[config.mk]
export PLATFORM = sky130hd
export DESIGN_NAME = maj_net_tt_engine_flat
export DESIGN_NICKNAME = d
export VERILOG_FILES = /design/src/rtl/maj_net_tt_engine_if.sv /design/src/rtl/maj_net_tt_engine.sv /design/src/flat_wrapper.sv
export SDC_FILE = /design/constraint.sdc
export NUM_CORES = 1
export LEC_CHECK = 0
export CORE_UTILIZATION = 61
export CTS_BUF_LIST = sky130_fd_sc_hd__clkbuf_4 sky130_fd_sc_hd__clkbuf_8
export DETAILED_ROUTE_END_ITERATION = 8
export DONT_BUFFER_PORTS = 1
export GPL_ROUTABILITY_DRIVEN = 0
export HOLD_SLACK_MARGIN = 0.1
export PLACE_DENSITY = 0.88
export SLEW_MARGIN = 25
export SYNTH_ARGS = -nofsm -noshare
export SYNTH_HDL_FRONTEND = slang
export SYNTH_SLANG_ARGS = --single-unit
[constraint.sdc]
create_clock -name clk -period 4.5 [get_ports clk]
set_clock_uncertainty 0.2 [all_clocks]
set_input_delay 0.675 -clock clk [delete_from_list [all_inputs] [get_ports clk]]
set_output_delay 0.675 -clock clk [all_outputs]
set_load 0.05 [all_outputs]
[src/rtl/maj_net_tt_engine_if.sv]
// Bus bundle for the majority-network truth-table engine: program port,
// sweep control (start/busy/done), the truth-table result and FSM debug state.
interface maj_net_tt_engine_if #(
  parameter int NIN   = 7,
  parameter int NODES = 8
);
  localparam int TTW  = 1 << NIN;
  localparam int SELW = $clog2(1 + NIN + NODES);
  localparam int OPW  = SELW + 1;
  localparam int AW   = $clog2(NODES);
  localparam int CW   = $clog2(NODES + 1);

  logic              prog_we;
  logic [AW-1:0]     prog_addr;
  logic [3*OPW-1:0]  prog_data;
  logic [CW-1:0]     num_nodes;
  logic [OPW-1:0]    out_op;
  logic              start;
  logic              busy;
  logic              done;
  logic [TTW-1:0]    tt;
  logic [1:0]        dbg_state;

  modport master (
    output prog_we, prog_addr, prog_data, num_nodes, out_op, start,
    input  busy, done, tt, dbg_state
  );

  modport slave (
    input  prog_we, prog_addr, prog_data, num_nodes, out_op, start,
    output busy, done, tt, dbg_state
  );
endinterface

[src/rtl/maj_net_tt_engine.sv]
// Programmable MAJ3 network evaluator: sweeps all 2^NIN minterms, evaluating
// one node per cycle, and assembles the full truth table of the output operand.
module maj_net_tt_engine #(
  parameter int NIN   = 7,
  parameter int NODES = 8
) (
  input logic            clk,
  input logic            rst,
  maj_net_tt_engine_if.slave bus
);
  localparam int TTW  = 1 << NIN;
  localparam int SELW = $clog2(1 + NIN + NODES);
  localparam int OPW  = SELW + 1;
  localparam int AW   = $clog2(NODES);
  localparam int CW   = $clog2(NODES + 1);

  typedef enum logic [1:0] {
    S_IDLE = 2'd0,
    S_EVAL = 2'd1,
    S_CAPT = 2'd2,
    S_FIN  = 2'd3
  } state_e;

  state_e            state_q, state_d;
  logic [NIN-1:0]    m_q, m_d;
  logic [AW-1:0]     k_q, k_d;
  logic [CW-1:0]     n_q, n_d;
  logic [OPW-1:0]    out_q, out_d;
  logic [TTW-1:0]    tt_q, tt_d;
  logic [NODES-1:0]  node_q, node_d;
  logic [3*OPW-1:0]  prog_q [NODES];
  logic [3*OPW-1:0]  prog_d [NODES];

  logic [CW-1:0]     n_start;
  logic [3*OPW-1:0]  cur_prog;
  logic              op_a, op_b, op_c;
  logic              node_val;
  logic              capt_val;
  logic              last_node;
  logic              last_mt;

  // Operand value: sel 0 -> 0, 1..NIN -> x[sel-1], then node[sel-NIN-1].
  // Nodes at index >= lim (forward/self refs, or beyond the active count
  // when sampling the output) read 0 before inversion.
  function automatic logic op_val(input logic [OPW-1:0]   op,
                                  input logic [NIN-1:0]   mt,
                                  input logic [NODES-1:0] nv,
                                  input int               lim);
    logic v;
    v = 1'b0;
    for (int i = 0; i < NIN; i++) begin
      if (int'(op[SELW-1:0]) == i + 1) v = mt[i];
    end
    for (int j = 0; j < NODES; j++) begin
      if (int'(op[SELW-1:0]) == NIN + 1 + j && j < lim) v = nv[j];
    end
    return v ^ op[OPW-1];
  endfunction

  always_comb begin
    n_start = (int'(bus.num_nodes) > NODES) ? CW'(NODES) : bus.num_nodes;
    cur_prog = '0;
    for (int j = 0; j < NODES; j++) begin
      if (int'(k_q) == j) cur_prog = prog_q[j];
    end
    op_a      = op_val(cur_prog[3*OPW-1 -: OPW], m_q, node_q, int'(k_q));
    op_b      = op_val(cur_prog[2*OPW-1 -: OPW], m_q, node_q, int'(k_q));
    op_c      = op_val(cur_prog[OPW-1:0],        m_q, node_q, int'(k_q));
    node_val  = (op_a & op_b) | (op_a & op_c) | (op_b & op_c);
    capt_val  = op_val(out_q, m_q, node_q, int'(n_q));
    last_node = (int'(k_q) == int'(n_q) - 1);
    last_mt   = (m_q == {NIN{1'b1}});
  end

  always_ff @(posedge clk) begin
    if (rst) state_q <= S_IDLE;
    else     state_q <= state_d;
  end

  always_comb begin
    state_d = state_q;
    case (state_q)
      S_IDLE: if (bus.start) state_d = (n_start == '0) ? S_CAPT : S_EVAL;
      S_EVAL: if (last_node) state_d = S_CAPT;
      S_CAPT: begin
        if (last_mt)           state_d = S_FIN;
        else if (n_q == '0)    state_d = S_CAPT;
        else                   state_d = S_EVAL;
      end
      S_FIN:  state_d = S_IDLE;
      default: state_d = S_IDLE;
    endcase
  end

  // Handshake: start is accepted only in IDLE; busy is high in EVAL/CAPT,
  // done pulses for exactly the FIN cycle, and tt is final from done until
  // the next accepted start.
  always_comb begin
    bus.busy      = (state_q == S_EVAL) || (state_q == S_CAPT);
    bus.done      = (state_q == S_FIN);
    bus.tt        = tt_q;
    bus.dbg_state = state_q;
  end

  always_comb begin
    m_d    = m_q;
    k_d    = k_q;
    n_d    = n_q;
    out_d  = out_q;
    tt_d   = tt_q;
    node_d = node_q;
    for (int j = 0; j < NODES; j++) prog_d[j] = prog_q[j];
    case (state_q)
      S_IDLE: begin
        // A write and a start in the same cycle both land; the sweep's first
        // EVAL cycle already sees the new entry.
        for (int j = 0; j < NODES; j++) begin
          if (bus.prog_we && int'(bus.prog_addr) == j) prog_d[j] = bus.prog_data;
        end
        if (bus.start) begin
          n_d   = n_start;
          out_d = bus.out_op;
          m_d   = '0;
          k_d   = '0;
          tt_d  = '0;
        end
      end
      S_EVAL: begin
        for (int j = 0; j < NODES; j++) begin
          if (int'(k_q) == j) node_d[j] = node_val;
        end
        k_d = last_node ? '0 : k_q + AW'(1);
      end
      S_CAPT: begin
        tt_d[m_q] = capt_val;
        if (!last_mt) begin
          m_d = m_q + NIN'(1);
          k_d = '0;
        end
      end
      default: ;
    endcase
  end

  always_ff @(posedge clk) begin
    if (rst) begin
      m_q    <= '0;
      k_q    <= '0;
      n_q    <= '0;
      out_q  <= '0;
      tt_q   <= '0;
      node_q <= '0;
      for (int j = 0; j < NODES; j++) prog_q[j] <= '0;
    end else begin
      m_q    <= m_d;
      k_q    <= k_d;
      n_q    <= n_d;
      out_q  <= out_d;
      tt_q   <= tt_d;
      node_q <= node_d;
      for (int j = 0; j < NODES; j++) prog_q[j] <= prog_d[j];
    end
  end
endmodule

[src/flat_wrapper.sv]
// flat-port wrapper written by rule: the top's interface ports become plain ports
module maj_net_tt_engine_flat 
#(
  parameter int NIN   = 7,
  parameter int NODES = 8
)
  (clk, rst, bus_prog_we, bus_prog_addr, bus_prog_data, bus_num_nodes, bus_out_op, bus_start, bus_busy, bus_done, bus_tt, bus_dbg_state);
  maj_net_tt_engine_if #(.NIN(NIN), .NODES(NODES)) bus_i ();
  input logic clk;
  input logic rst;
  input wire logic [$bits(bus_i.prog_we)-1:0] bus_prog_we;
  input wire logic [$bits(bus_i.prog_addr)-1:0] bus_prog_addr;
  input wire logic [$bits(bus_i.prog_data)-1:0] bus_prog_data;
  input wire logic [$bits(bus_i.num_nodes)-1:0] bus_num_nodes;
  input wire logic [$bits(bus_i.out_op)-1:0] bus_out_op;
  input wire logic [$bits(bus_i.start)-1:0] bus_start;
  output wire logic [$bits(bus_i.busy)-1:0] bus_busy;
  output wire logic [$bits(bus_i.done)-1:0] bus_done;
  output wire logic [$bits(bus_i.tt)-1:0] bus_tt;
  output wire logic [$bits(bus_i.dbg_state)-1:0] bus_dbg_state;
  assign bus_i.prog_we = bus_prog_we;
  assign bus_i.prog_addr = bus_prog_addr;
  assign bus_i.prog_data = bus_prog_data;
  assign bus_i.num_nodes = bus_num_nodes;
  assign bus_i.out_op = bus_out_op;
  assign bus_i.start = bus_start;
  assign bus_busy = bus_i.busy;
  assign bus_done = bus_i.done;
  assign bus_tt = bus_i.tt;
  assign bus_dbg_state = bus_i.dbg_state;
  maj_net_tt_engine #(.NIN(NIN), .NODES(NODES)) u_core (.clk(clk), .rst(rst), .bus(bus_i));
endmodule
Yosys cells after proc, flatten, opt, wreduce, memory -nomap -nowiden
Memory sizes are Yosys's and may differ from the RTL's.
Cells that the tools add are included.
{"block": "totals", "regBits": 157, "latchBits": 0, "ram_bits": 120, "mem_bits_ro": 0, "inputBits": 31, "out_inout_bits": 132, "word_cells": 295, "mem_count": 1}
{"block": "op_classes", "n_addsub": 3, "mul": 0, "div": 0, "order_cmp": 18, "n_eq_ne": 79, "shifts": 0, "mux": 104, "bitwise_logic": 17, "reduce_logical": 59}
{"memory": "u_core.prog_q", "words": 8, "width": 15, "read_ports": 8, "rd_ports_with_merged_regs": 0, "wr": 8, "line": "maj_net_tt_engine.sv:31", "rtl": "logic [3*OPW-1:0] prog_q [NODES];"}
{"op": "$mux 15", "count": 24}
{"op": "$pmux 128 s2", "count": 1}
{"op": "$bwmux 128", "count": 1}
{"op": "$eq 4x4->1 const B", "count": 32}
{"op": "$mux 128", "count": 1}
{"op": "$mux 120", "count": 1}
{"op": "$eq 4x3->1 const B", "count": 16}
{"op": "$mux 1", "count": 61}
{"op": "$logic_and 1x1->1", "count": 38}
{"op": "$eq 4x2->1 const B", "count": 8}
{"op": "$eq 4x32->1", "count": 1}
{"op": "$eq 3x3->1 const B", "count": 8}
{"op": "$reduce_and 2->1", "count": 11}
{"op": "$lt 3x4->1 const A", "count": 4}
{"op": "$mux 7", "count": 2}
{"op": "$pmux 7 s2", "count": 1}
{"op": "$eq 3x2->1 const B", "count": 4}
{"op": "$mux 2", "count": 5}
{"op": "$or 1x1->1", "count": 10}
{"op": "$lt 3x3->1 const A", "count": 3}
{"op": "$mux 3", "count": 3}
{"op": "$pmux 3 s3", "count": 1}
{"op": "$logic_not 4->1", "count": 2}
{"op": "$lt 1x4->1 const A", "count": 2}
{"op": "27 further kinds", "count": 40}

Depth between registers and ports, before layout
{"block": "logic_depth", "depth_word": 28, "mapped_depth": 18, "depth_no_buf": 13}

Worst setup path after synthesis
No wires, ideal clock.
{"block": "synth_path", "path_type": "register to register", "start": "register u_core.k_q[0]", "end": "register u_core.node_q[3]", "t_arrival_ns": 3.499, "required_time_ns": 4.209, "path_slack_ns": 0.710, "stages_incl_launch_ff": 17, "cell_sequence": "dfxtp_1 clkbuf_1 inv_1 ha_1 buf_2 nor2_2 o211ai_1 o2111a_1 or2_1 buf_2 or4_4 o21a_1 a2bb2oi_2 o21ai_1 a22o_1 maj3_2 a311oi_1"}
{"block": "synth_via", "elab_chain_cells": 28, "word_cells_on_any_way": 137, "classes_between": "order compare: 7; eq/ne: 49; mux: 50; bitwise: 8; reduce/logical: 23"}
{"item": "start, declared", "line": "maj_net_tt_engine.sv:26", "rtl": "logic [AW-1:0] k_q, k_d;"}
{"item": "start signal, assigned", "line": "maj_net_tt_engine.sv:156", "rtl": "k_q <= k_d;"}
{"item": "$logic_not 3->1", "line": "maj_net_tt_engine.sv:64", "rtl": "if (int'(k_q) == j) cur_prog = prog_q[j];"}
{"item": "$mux 15 (8 in a row)", "line": "maj_net_tt_engine.sv:64"}
{"item": "$eq 4x2->1", "line": "maj_net_tt_engine.sv:52", "rtl": "if (int'(op[SELW-1:0]) == i + 1) v = mt[i];"}
{"item": "$mux 1 (7 in a row)", "line": "maj_net_tt_engine.sv:52"}
{"item": "$mux 1 (7 in a row)", "line": "maj_net_tt_engine.sv:55", "rtl": "if (int'(op[SELW-1:0]) == NIN + 1 + j && j < lim) v = nv[j];"}
{"item": "$xor 1x1->1", "line": "maj_net_tt_engine.sv:57", "rtl": "return v ^ op[OPW-1];"}
{"item": "$and 1x1->1", "line": "maj_net_tt_engine.sv:69", "rtl": "node_val = (op_a & op_b) | (op_a & op_c) | (op_b & op_c);"}
{"item": "$or 1x1->1 (2 in a row)", "line": "maj_net_tt_engine.sv:69"}
{"item": "end signal, assigned", "line": "maj_net_tt_engine.sv:160", "rtl": "node_q <= node_d;"}
{"item": "end, declared", "line": "maj_net_tt_engine.sv:30", "rtl": "logic [NODES-1:0] node_q, node_d;"}
Parallel ways exist; a longest one is shown, timed or not.
A chain may end at the register's enable or synchronous reset.

Worst setup path in the final report
{"block": "layout_path", "start": "register u_core.k_q[1]", "end": "register u_core.node_q[4]"}
The elaborated chain is that of the path after synthesis.

==> impl_metrics.toml <==
[run_status]
outcome = "completed"

[cells_and_area]
drive_above_1_share_pct = 13.5
final_area_um2 = 15200
instances_no_fill = 2126
area_growth_pct = 9.64
fillerInstances = 1687
nets = 1855

[die]
die_w_um = 153
row_count = 54
io_pins = 163
core_um2 = 22100
die_h_um = 153
die_area_um2 = 23400
start_util_pct = 62.8

[routing]
ant_nets = 0
drt_iter0_drc = 1795
avgViaCountPerCell = 6.56
routed_wirelength_um = 43300
drc = 0
vias = 13900
firstDrtPassIters = 6
wire_per_inst_um = 20.4

[pwr]
p_int_mw = 4.35
powerDensity_nw_per_um2 = 428
peakVddDrop_mv = 0.341
pwr-share-seq_pct = 40.3
switching_share_pct = 33.2
switchingPower_mw = 2.16
total_power_mw = 6.51
leakage_nw = 5.06
pwr-share-clk_pct = 37.2
pwr-share-comb_pct = 22.4

[logic_synthesis]
synth-simple-area-share_pct = 27.9
synth-adder-area-share_pct = 1.34
synth_edf_count = 0
syn_area_um2 = 13900
yosysWarnings = 0
muxShareOfSynthArea_pct = 1.07
seq_area_frac_synth_pct = 40.0
yosys_most_used_dff = "dfxtp_1"
syn_nets = 1912
synthCells = 1867
synth_async_sr_flop_share_pct = 0
synth_seq_cells = 277
synth_xor_area_share_pct = 0.631
synth_compound_area_share_pct = 23.1
synth.avg_cell_area_um2 = 7.43
synth_cell_type_count = 76
synth_top_family_by_area = "simple AND/OR/NAND/NOR gates"

[clock_tree]
cts_tree = "yes"
cts-buffers-inserted = 45
htreeDepth = 2
numClockSinks = 277
clk_path_buf_depth = 3
cts_root_buf = "clkbuf_8"
post-cts-setup-buffer-count = 0
clkLatencyLatePin_ns = 0.58
clkTransAtPathRegs_ns = 0.06

[job]
drv_cap = 0

[setup_path]
crit_chain = "inv_1 -> ha_2 -> nor2b_1 -> a221oi_1 -> o32ai_1 -> or2_1 -> or4_4 -> o21a_1 -> a2bb2oi_2 -> o21ai_1 -> a22o_1 -> maj3_2 -> a311oi_1"
crit_type = "reg2reg"
path_buf_inv = 1
path_delay_family = "compound AO/OA/AOI/OAI gates"
startpoint_type = "flop"
critPathMaxStageDelay_ns = 0.63
cp_data_arrival_time_ns = 4.44
critPathCaptureType = "flop"
path_max_fanout = 37
reg2reg_depth = 13
r2r_end = "u_core.node_q[4]$_SDFFE_PP0P_"
required_ns = 4.78
rr_startpoint = "u_core.k_q[1]$_SDFFE_PP0P_"
r2r_slack_ns = 0.34
slowest_stage = "ha_2"

[timing]
tightest_slew_ns = 1.08
setup_viol = 0
slew_viol_final = 0
finalHoldViolCount = 0
worst_slew_margin_rel_pct = 27.4
setup_ws_ns = 0.338
grt_setup_unrepaired = "false"
min_period_ns = 4.16
fin_setup_tns_ns = 0
fmax_ghz = 0.240
fin_crit_sh_pct = 92.5

[global_route]
grt_max_degree = 183
gr-total-overflow = 0
grt_pass1_wl_um = 68500
grt_pass1_vias = 13400
grt_usage_pct = 35.8
antenna_found_initial = 1

[worst_hold_path]
min_from = "rst"
min_path_cells = 2
min_to = "u_core.bus.tt[90]$_SDFFE_PP0P_"
hold_class = "in2reg"

[place]
place_ws_ns = 0.255
post_dp_cell_area_um2 = 13900
hpwl_um = 27000
placed_cells = 2012
io_buffer_count = 0
logic make-up (layout without fill, tap and decap cells):
family          after synthesis  after routing
flops                       277            277
fa+ha+maj                    15             15
compound gates              562            562
buf+inv                     204            182
simple gates                786            786
mux                          13             13
other cells                   0              1
xor+xnor                     10             10
what timing repair did:
action                                 in CTS  in global routing
hold buffers                               31                  0
endpoints found under the hold margin     182                  0
setup endpoints to repair                   0                  7
gates resized for setup                     0                  4
power groups by stage:
stage               registers (mW)  logic (mW)  clock network, mW
global route                  2.63        1.60               2.54
detailed placement            2.67        1.33                  0
finish                        2.63        1.46               2.43
global placement              2.67        1.29                  0
floorplan                     2.64        1.11                  0
CTS                           2.62        1.41               2.42
worst max path at each step:
stage	startpoint	end	slack (ns)	cells after the start
2_1_floorplan	u_core.k_q[0]$_SDFFE_PP0P_	u_core.node_q[3]$_SDFFE_PP0P_	0.71	16
3_3_place_gp	u_core.k_q[0]$_SDFFE_PP0P_	u_core.node_q[4]$_SDFFE_PP0P_	0.40	13
3_5_place_dp	u_core.k_q[0]$_SDFFE_PP0P_	u_core.node_q[4]$_SDFFE_PP0P_	0.26	14
4_1_cts	u_core.k_q[0]$_SDFFE_PP0P_	u_core.node_q[4]$_SDFFE_PP0P_	0.17	14
5_1_grt	u_core.k_q[0]$_SDFFE_PP0P_	u_core.node_q[4]$_SDFFE_PP0P_	0.11	13
6_report	u_core.k_q[1]$_SDFFE_PP0P_	u_core.node_q[4]$_SDFFE_PP0P_	0.34	13
stage by stage:
step,util (%),hold slack [ns]
2_1_floorplan,-,0.231
6_report,68.8,0.112
3_5_place_dp,62.7,0.241
5_1_grt,68.8,0.112
4_1_cts,68.7,0.101
3_3_place_gp,62.7,0.237
cell type report:
type / instances / area (µm²) / share of cell area [%]
flip-flops and latches: 277 / 5550 / 36.5
clock buffers: 73 / 880 / 5.78
inverters: 34 / 128 / 0.839
multi-input cells: 1386 / 7570 / 49.8
repair buffers: 66 / 616 / 4.05
diodes: 1 / 2.50 / 0.0165
well taps: 280 / 350 / 2.30
clock inverters: 9 / 115 / 0.757
flip-flops by register name (all words and copies together) (netlist names):
signal / flops
u_core.node_q: 8
u_core.out_q: 5
u_core.n_q: 4
u_core.prog_q: 120
u_core.bus.tt: 128
u_core.bus.dbg_state: 2
u_core.k_q: 3
u_core.m_q: 7
placed cells by master, fill, tap and decap left out, types with 15 or more instances in the layout:
cell type / instances
nand2_1: 454
o32ai_1: 18
nor3_1: 19
o21ai_0: 133
dlygate4sd3_1: 30
clkbuf_8: 53
nand3_1: 33
inv_1: 33
nor2_1: 58
a21oi_1: 297
buf_4: 33
dfxtp_1: 276
clkbuf_4: 20
nand2b_1: 22
or3b_2: 98
nor2b_1: 15
Yosys cell counts, types with 22 or more instances:
cell type	n	area share (%)
buf_2	22	0.79
nand2b_1	23	1.0
or3b_2	98	6.2
inv_1	33	0.89
dfxtp_1	277	40
nand3_1	33	1.2
nor3_1	25	0.90
nor2_1	58	1.6
clkbuf_1	126	3.4
o21ai_0	133	4.8
nand2_1	455	12
a21oi_1	297	11
routing by layer:
layer | track usage, % | vias to the layer above | share of wire [%]
met5 | 0 | - | 0
met4 | 21.3 | 0 | 5.1
met3 | 9.07 | 209 | 12
met2 | 57.8 | 904 | 46
met1 | 43.3 | 6465 | 37
li1 | - | 6364 | -
Power figures use the tool's default switching activity.
==> RTL edit: new RTL, same settings <==
`NIN` is set to 7 in 3 places; all go to 6.
--- a/src/rtl/maj_net_tt_engine_if.sv
+++ b/src/rtl/maj_net_tt_engine_if.sv
@@ -1,7 +1,7 @@
 // Bus bundle for the majority-network truth-table engine: program port,
 // sweep control (start/busy/done), the truth-table result and FSM debug state.
 interface maj_net_tt_engine_if #(
-  parameter int NIN   = 7,
+  parameter int NIN   = 6,
   parameter int NODES = 8
 );
   localparam int TTW  = 1 << NIN;
--- a/src/rtl/maj_net_tt_engine.sv
+++ b/src/rtl/maj_net_tt_engine.sv
@@ -1,7 +1,7 @@
 // Programmable MAJ3 network evaluator: sweeps all 2^NIN minterms, evaluating
 // one node per cycle, and assembles the full truth table of the output operand.
 module maj_net_tt_engine #(
-  parameter int NIN   = 7,
+  parameter int NIN   = 6,
   parameter int NODES = 8
 ) (
   input logic            clk,
--- a/src/flat_wrapper.sv
+++ b/src/flat_wrapper.sv
@@ -1,7 +1,7 @@
 // flat-port wrapper written by rule: the top's interface ports become plain ports
 module maj_net_tt_engine_flat 
 #(
-  parameter int NIN   = 7,
+  parameter int NIN   = 6,
   parameter int NODES = 8
 )
   (clk, rst, bus_prog_we, bus_prog_addr, bus_prog_data, bus_num_nodes, bus_out_op, bus_start, bus_busy, bus_done, bus_tt, bus_dbg_state);
Interface: changed (resized bus_tt); port bits go from 163 to 99. The function was not compared with the original's and may differ.
==> RTL edit against the unedited design <==
Design area fell by 21%. Synthesized cell count decreased by 19%. Total power decreased by 20%. Critical endpoint is now u_core.node_q[5]$_SDFFE_PP0P_. Wire length fell by 23%. Combinational power decreased by 13%. Largest cell class unchanged. Setup slack got worse by 97 ps. Sequential power shrank 22%. Synthesized area fell by 20%. Cell count decreased by 20%. Sequential cell count down 65. Clock power is 23% lower. Hold slack worse by 3.1 ps.
==> RTL edit: results (changes against the unedited design) <==
outcome=completed; routed wire length=33.35 mm (-23%); Lkg Pwr=3.996 nW (-21%); crit path DAT=4510 ps (+70 ps); reg2reg setup slack=240 ps (-100 ps); Post-Place Cells=1625 (-19%); first-pass GRT wire length=52.21 mm (-24%); Post-DP HPWL=21.19 mm (-22%); DR pass1 iterations=8 (+2); initial antenna violation count=0 (-1); Non-Filler Instances=1711 (-20%); layout cell share with drive strength beyond 1=8.008% (-5.5 points); M2 GR Usage=53.82% (-4.0 points); Syn Nets=1564 (-18%); Nets=1507 (-19%); Critical Path Start=u_core.k_q[0]$_SDFFE_PP0P_; Largest register FFs=120 (-6.3%); DRT iter0 DRCs=1928 (+7.4%); Clock Latency Late Sink=540 ps (-40 ps); hold slack=108.9 ps (-3.075 ps); vias in the first global route=10280 (-23%); Distinct cells, synth=80 (+5.3%); top cells by area, synth=dfxtp_1 (38%), nand2_1 (13%), a21oi_1 (7.9%); slowest stage delay, CP=560 ps (-70 ps); mean post-synth cell area=7.316 um^2 (-1.5%); Hold EP=u_core.n_q[1]$_SDFFE_PP0P_; Seq/Total Area, Yosys=38.19% (-1.8 points); Num CTS Buffers=36 (-20%); DP Worst Slack=287.8 ps (+32.58 ps); slew margin rel.=19.91% (-7.5 points); n_diodes=0 (-1); HP Start=bus_num_nodes[1]
==> RTL edit: kinds of logic after synthesis <==
family                     after synthesis  synth area share, %
xor gates and xnor gates                 9               0.7093
DFF                                    212                38.19
and+or+nand+nor                        656                26.06
AOI/OAI and AO/OA                      439                25.14
adders and majority gates               15                1.678
buffers and inverters                  170                6.564
muxes                                   18                1.655
==> RTL edit: critical path, delay by kind of cell, from the launching register on <==
kind	cells	cell delay (ps)
flops	1	400
fa+ha+maj	2	970
buf+inv	2	430
xor+xnor	1	150
compound gates	8	2000
==> RTL edit: repair_timing <==
item                       CTS  global route
hold endpoints to repair   192             0
hold buffers                24             0
resized for setup            0             1
setup buffers                0             0
setup endpoints to repair    0             7
==> RTL edit: final cells by class <==
cell class | instances | area (um^2)
inverters | 31 | 116.4
multi-input cells | 1137 | 6176
clock buffers | 53 | 673.1
well taps | 225 | 281.5
clock inverters | 9 | 100.1
repair buffers | 44 | 432.9
flip-flops and latches | 212 | 4244
fillers | 1407 | 5513
==> RTL edit: through the flow <==
stage | util, % | area [um^2]
finish | 68.56 | 12020
global route | 68.56 | 12020
CTS | 68.51 | 12010
detailed placement | 62.63 | 10980
global placement | 62.63 | 10980
floorplan | - | 11110
==> RTL edit: report_power, final <==
| group | switching [mW] | leakage, nW | internal, mW | total [mW] |
|---|---|---|---|---|
| combinational | 0.884 | 1.88 | 0.390 | 1.27 |
| sequential | 0.110 | 1.71 | 1.94 | 2.05 |
| clock | 0.796 | 0.406 | 1.07 | 1.87 |
| total | 1.79 | 4.00 | 3.41 | 5.20 |
==> RTL edit: routing by layer <==
metal | up-vias | part of all wire [%]
met3 | 141 | 12
met2 | 761 | 44
met4 | 0 | 4.2
li1 | 5152 | -
met1 | 5249 | 39
met5 | - | 0
